$ cat src/rtl/multicycle_control_pkg.sv
// multicycle_control_pkg: shared state, class, opcode and mux encodings for the RV32I multicycle control unit.
// MC_CONTROL_JUMP_EN adds the JUMP state and JAL/JALR decoding.
package multicycle_control_pkg;
  typedef enum logic [3:0] {
    S_BOOT   = 4'd0,
    S_FETCH  = 4'd1,
    S_DECODE = 4'd2,
    S_EXEC   = 4'd3,
    S_ADDR   = 4'd4,
    S_MEM    = 4'd5,
    S_WB     = 4'd6,
    S_BRANCH = 4'd7,
`ifdef MC_CONTROL_JUMP_EN
    S_JUMP   = 4'd8,
`endif
    S_FAULT  = 4'd9
  } state_t;
  typedef enum logic [2:0] {C_NONE, C_R, C_I, C_LW, C_SW, C_BEQ, C_JAL, C_JALR} cls_t;
  localparam logic [4:0] OP_R    = 5'b01100;
  localparam logic [4:0] OP_I    = 5'b00100;
  localparam logic [4:0] OP_LW   = 5'b00000;
  localparam logic [4:0] OP_SW   = 5'b01000;
  localparam logic [4:0] OP_BEQ  = 5'b11000;
  localparam logic [4:0] OP_JAL  = 5'b11011;
  localparam logic [4:0] OP_JALR = 5'b11001;
  localparam logic [1:0] ALUOP_ADD = 2'b00;
  localparam logic [1:0] ALUOP_BR  = 2'b01;
  localparam logic [1:0] ALUOP_R   = 2'b10;
  localparam logic [1:0] ALUOP_I   = 2'b11;
  localparam logic [1:0] PCSRC_SEQ = 2'b00;
  localparam logic [1:0] PCSRC_BR  = 2'b01;
  localparam logic [1:0] PCSRC_JMP = 2'b10;
  localparam logic [1:0] PCSRC_REG = 2'b11;
  function automatic cls_t classify(input logic [4:0] op);
    return op == OP_R   ? C_R :
           op == OP_I   ? C_I :
           op == OP_LW  ? C_LW :
           op == OP_SW  ? C_SW :
           op == OP_BEQ ? C_BEQ :
`ifdef MC_CONTROL_JUMP_EN
           op == OP_JAL  ? C_JAL :
           op == OP_JALR ? C_JALR :
`endif
           C_NONE;
  endfunction
  function automatic state_t decode_next(input cls_t c);
    return (c == C_R  || c == C_I)  ? S_EXEC :
           (c == C_LW || c == C_SW) ? S_ADDR :
           c == C_BEQ               ? S_BRANCH :
`ifdef MC_CONTROL_JUMP_EN
           (c == C_JAL || c == C_JALR) ? S_JUMP :
`endif
           S_FAULT;
  endfunction
endpackage

$ cat src/rtl/multicycle_control_mem_wait_timer.sv
// mem_wait_timer: counts unacknowledged memory request cycles and flags expiry on the last allowed one.
module mem_wait_timer #(
  parameter int MEM_TIMEOUT = 16
) (
  input  logic clk,
  input  logic rst_n,
  input  logic clear,
  input  logic waiting,
  output logic expired
);
  localparam int W = MEM_TIMEOUT > 0 ? $clog2(MEM_TIMEOUT + 1) : 1;
  localparam logic [W-1:0] LAST = W'(MEM_TIMEOUT > 0 ? MEM_TIMEOUT - 1 : 0);
  logic [W-1:0] cnt;
  always_ff @(posedge clk or negedge rst_n)
    if (!rst_n) cnt <= '0;
    else if (clear) cnt <= '0;
    else if (waiting && cnt != LAST) cnt <= cnt + 1'b1;
  assign expired = (MEM_TIMEOUT > 0) && waiting && cnt == LAST;
endmodule

$ cat src/rtl/multicycle_control.sv
// multicycle_control: RV32I multicycle sequencer with memory handshake timeout and sticky fault.
// MC_CONTROL_JUMP_EN enables JAL/JALR through the JUMP state.
module multicycle_control
  import multicycle_control_pkg::*;
#(
  parameter int OPCODE_W    = 5,
  parameter int ALUOP_W     = 2,
  parameter int MEM_TIMEOUT = 16
) (
  input  logic                clk,
  input  logic                rst_n,
  input  logic [OPCODE_W-1:0] opcode,
  input  logic                mem_ready,
  input  logic                branch_taken,
  output logic                ir_write,
  output logic                pc_write,
  output logic [1:0]          pc_src,
  output logic                mem_req,
  output logic                mem_we,
  output logic                alu_src,
  output logic [ALUOP_W-1:0]  alu_op,
  output logic                mem_to_reg,
  output logic                reg_write,
  output logic                jump_link,
  output logic                retire,
  output logic                fault,
  output logic [3:0]          state_o
);
  state_t state, next;
  cls_t cls;
  logic [1:0] aop;
  logic expired, clear;
  assign clear = next != state && (next == S_FETCH || next == S_MEM);
  mem_wait_timer #(.MEM_TIMEOUT(MEM_TIMEOUT)) u_timer (
    .clk(clk),
    .rst_n(rst_n),
    .clear(clear),
    .waiting(mem_req && !mem_ready),
    .expired(expired)
  );
  always_ff @(posedge clk or negedge rst_n)
    if (!rst_n) begin
      state <= S_BOOT;
      cls <= C_NONE;
    end else begin
      state <= next;
      if (state == S_DECODE) cls <= classify(opcode[4:0]);
    end
  always_comb begin
    next = state;
    ir_write = 1'b0;
    pc_write = 1'b0;
    pc_src = PCSRC_SEQ;
    mem_req = 1'b0;
    mem_we = 1'b0;
    alu_src = 1'b0;
    aop = ALUOP_ADD;
    mem_to_reg = 1'b0;
    reg_write = 1'b0;
    jump_link = 1'b0;
    retire = 1'b0;
    fault = 1'b0;
    case (state)
      S_BOOT: next = S_FETCH;
      S_FETCH: begin
        mem_req = 1'b1;
        ir_write = mem_ready;
        next = mem_ready ? S_DECODE : expired ? S_FAULT : S_FETCH;
      end
      S_DECODE: next = decode_next(classify(opcode[4:0]));
      S_EXEC: begin
        alu_src = cls == C_I;
        aop = cls == C_I ? ALUOP_I : ALUOP_R;
        next = S_WB;
      end
      S_ADDR: begin
        alu_src = 1'b1;
        next = S_MEM;
      end
      S_MEM: begin
        mem_req = 1'b1;
        mem_we = cls == C_SW;
        pc_write = mem_ready && cls == C_SW;
        retire = mem_ready && cls == C_SW;
        next = mem_ready ? (cls == C_SW ? S_FETCH : S_WB) : expired ? S_FAULT : S_MEM;
      end
      S_WB: begin
        reg_write = 1'b1;
        mem_to_reg = cls == C_LW;
        pc_write = 1'b1;
        retire = 1'b1;
        next = S_FETCH;
      end
      S_BRANCH: begin
        aop = ALUOP_BR;
        pc_write = 1'b1;
        pc_src = branch_taken ? PCSRC_BR : PCSRC_SEQ;
        retire = 1'b1;
        next = S_FETCH;
      end
`ifdef MC_CONTROL_JUMP_EN
      S_JUMP: begin
        reg_write = 1'b1;
        jump_link = 1'b1;
        pc_write = 1'b1;
        pc_src = cls == C_JALR ? PCSRC_REG : PCSRC_JMP;
        alu_src = 1'b1;
        retire = 1'b1;
        next = S_FETCH;
      end
`endif
      S_FAULT: fault = 1'b1;
      default: next = S_FAULT;
    endcase
  end
  assign alu_op = ALUOP_W'(aop);
  assign state_o = state;
endmodule

$ cat config.mk
export PLATFORM = sky130hd
export DESIGN_NAME = multicycle_control
export DESIGN_NICKNAME = d
export VERILOG_FILES = /design/src/rtl/multicycle_control_pkg.sv /design/src/rtl/multicycle_control_mem_wait_timer.sv /design/src/rtl/multicycle_control.sv
export SDC_FILE = /design/constraint.sdc
export NUM_CORES = 1
export LEC_CHECK = 0
export CORE_ASPECT_RATIO = 1.5
export CORE_MARGIN = 2
export CORE_UTILIZATION = 47
export CTS_CLUSTER_DIAMETER = 40
export DETAILED_ROUTE_END_ITERATION = 12
export PLACE_DENSITY = 0.79
export SLEW_MARGIN = 20
export SYNTH_ARGS = -nofsm -noshare
export SYNTH_HDL_FRONTEND = slang
export SYNTH_SLANG_ARGS = --single-unit
$ cat constraint.sdc
create_clock -name clk -period 2.05 [get_ports clk]
set_input_delay 0.41 -clock clk [delete_from_list [all_inputs] [get_ports clk]]
set_output_delay 0.41 -clock clk [all_outputs]
set_load 0.01 [all_outputs]
==> metrics.txt <==
Startpoint Class=register; global-route usage over all layers=24.6%; Layout area overhead=58.2%; Netlist Area Pre-Place=942 µm²; routed wire length per instance=16.9 µm; kind of end point of the critical path=register; synth unique cells=40; Primary FF master, synth=dfrtp_1; asr flop ratio synth=100%; HPWL after detailed placement=1800 µm; HP Class=primary input to async pin; grt total ovfl=0; failing checks=negative setup slack; top cells by area, synth=dfrtp_1, a41oi_1, nor3_1; MaxCap Viol Count=0; placer congestion estimate=0.757; initial drt markers=19; most common cell in the netlist=dfrtp_1; IO Pins=27; vias per cell=5.87; sequential fraction of design power=44.9%; synth warn=0; die area=2390 µm²; Cell Int Power=494 µW; flops & latches, synth=12; maximum fanout along the worst path=5; Data arrival, critical path=2.29 ns; clock sinks=12; Longest Clk Path Bufs=2; Ant. Diodes=0; Yosys top cell area share=31.9%; TritonCTS buffer count=3; CTS Root Cell=clkbuf_4; post-place setup slack=-0.211 ns; Hold Violations, Final=0; Nets=165; largest net degree at the start of global routing=13; CTS clk-pin slew, worst paths=0.06 ns; Die W=40.6 µm; post-layout min period=2.10 ns; IR drop worst, VDD=0.454 mV; Final Core Density=80.4%; drt drc=0; final antenna-violating net count=0; Sw Ratio=31.7%; Via Count=1,015; Worst-Skew Late Latency=0.26 ns; Core ar.=1850 µm²; Post-synth EDFFs=0; WS Path Type=register to register; Switch Pwr=230 µW; Power Density=486 nW/µm²; clk_skew=0.00107 ns; Yosys top cell by area=dfrtp_1; number of port buffers=24; Max Clk Rate=475 MHz; Slew Limit Fails=0; Core Rows=19; worst-margin pin slew=0.532 ns; clock group share of total power=18.8%; Final WS setup=-0.0534 ns; synthesized area per cell=8.97 µm²; status=finished with violations; share of layout cells above drive strength 1=38.2%; initial antenna violation count=0; drt pass-1 iters=4; Critical Path RT=2.23 ns; post-synthesis sequential area ratio=31.9%; Mapped Cells=105; CTS tree=done; commonest cells in the netlist=dfrtp_1, nor2_1, nand2_1, nor3_1; DIE HEIGHT=58.8 µm; final setup fails=6; combinational cell fraction of total power=36.3%; Initial Util=50.8%; Post-Route WL=2930 µm; RSZ-0062 raised after global routing=yes; final period utilization=103%; Max-slew headroom=64.3%; vias in the first global route=964; Leakage=0.000660 µW; H-tree lvl count=1; CTS Hold Buffers Added=0; first-pass GRT wire length=4020 µm
-- path summary, 6_finish.rpt --
kind                                       from                         end  slack [ns]  cells after the start
setup / recovery           state_o[3]$_DFF_PN0_  u_timer.cnt[1]$_DFFE_PN0P_       -0.05                      5
hold / removal                            rst_n  u_timer.cnt[4]$_DFFE_PN0P_        0.49                      1
setup reg to reg           state_o[3]$_DFF_PN0_  u_timer.cnt[1]$_DFFE_PN0P_       -0.05                      5
hold reg to reg              cls[1]$_DFFE_PN0P_          cls[1]$_DFFE_PN0P_        0.57                      2
max in group asynchronous                 rst_n        state_o[1]$_DFF_PN0_        1.18                      1
min in group clk             cls[1]$_DFFE_PN0P_          cls[1]$_DFFE_PN0P_        0.57                      2
-- cell type report --
class	instances	area, µm²
inverter	5	18.8
sequential	12	304
multi-input combinational	80	676
tap	21	26.3
clock buffer	3	22.5
fill	116	364
timing repair buffer	52	443
-- through the flow --
stage | total power (µW) | hold WS (ns) | cell area (µm²) | instances | TNS (ns)
floorplan | 460 | 0.114 | 946 | 106 | 0
global placement | 532 | 0.509 | 1270 | 158 | -0.960
detailed placement | 544 | 0.539 | 1270 | 158 | -1.28
CTS | 693 | 0.494 | 1370 | 170 | -0.0170
global route | 776 | 0.517 | 1490 | 173 | -0.295
finish | 724 | 0.492 | 1490 | 173 | -0.178
-- layer usage --
| layer | global-route usage, % | part of all wire [%] |
|---|---|---|
| met1 | 27.8 | 37 |
| met2 | 41.3 | 53 |
| met3 | 3.02 | 5.2 |
| met4 | 14.8 | 5.1 |
| met5 | 0 | 0 |
-- state kept, by name, summed over array words and instances (netlist names) --
name	count
cls	3
u_timer.cnt	5
state_o	4
-- cell families (layout without fill, tap and decap cells) --
kind of cell,after synthesis,in the layout,share of synthesized area [%]
flops,12,12,31.9
compound gates,21,21,20.6
fa+ha+maj,2,2,2.66
buf+inv,14,60,8.63
xor+xnor,4,4,3.72
other cells,1,2,0.398
mux,3,3,3.32
simple gates,48,48,28.8
-- cells in the final DEF, fill, tap and decap left out, types with 4 or more instances in the layout --
cell and instances:
dfrtp_1 9, nand2_1 8, nor3_1 6, o21ai_0 5
a41oi_2 4, nor2_1 8, clkdlybuf4s50_1 11, inv_1 5
buf_4 25, dlygate4sd2_1 12
-- power groups by stage --
| stage | Sequential (µW) | Combinational (µW) | Clock, µW |
|---|---|---|---|
| final | 325 | 263 | 136 |
| after detailed placement | 329 | 214 | 0 |
| after floorplan | 319 | 141 | 0 |
| after CTS | 324 | 226 | 143 |
| after global placement | 326 | 205 | 0 |
| after global routing | 330 | 292 | 154 |
-- critical path, cell delays in order, from the launching register on --
cell and delay, ns:
dfrtp_1 0.42, buf_6 0.15, or4b_4 0.59, a2111oi_4 0.46
o31ai_4 0.17, a41oi_1 0.23
-- what timing repair did --
item	in CTS	in global routing
buffers inserted	9	3
gates cloned	0	0
endpoints found under the hold margin	0	0
resized for setup	21	18
endpoints found under the setup margin	12	7
pin swaps	1	3
(Power assumes the default switching activity.)
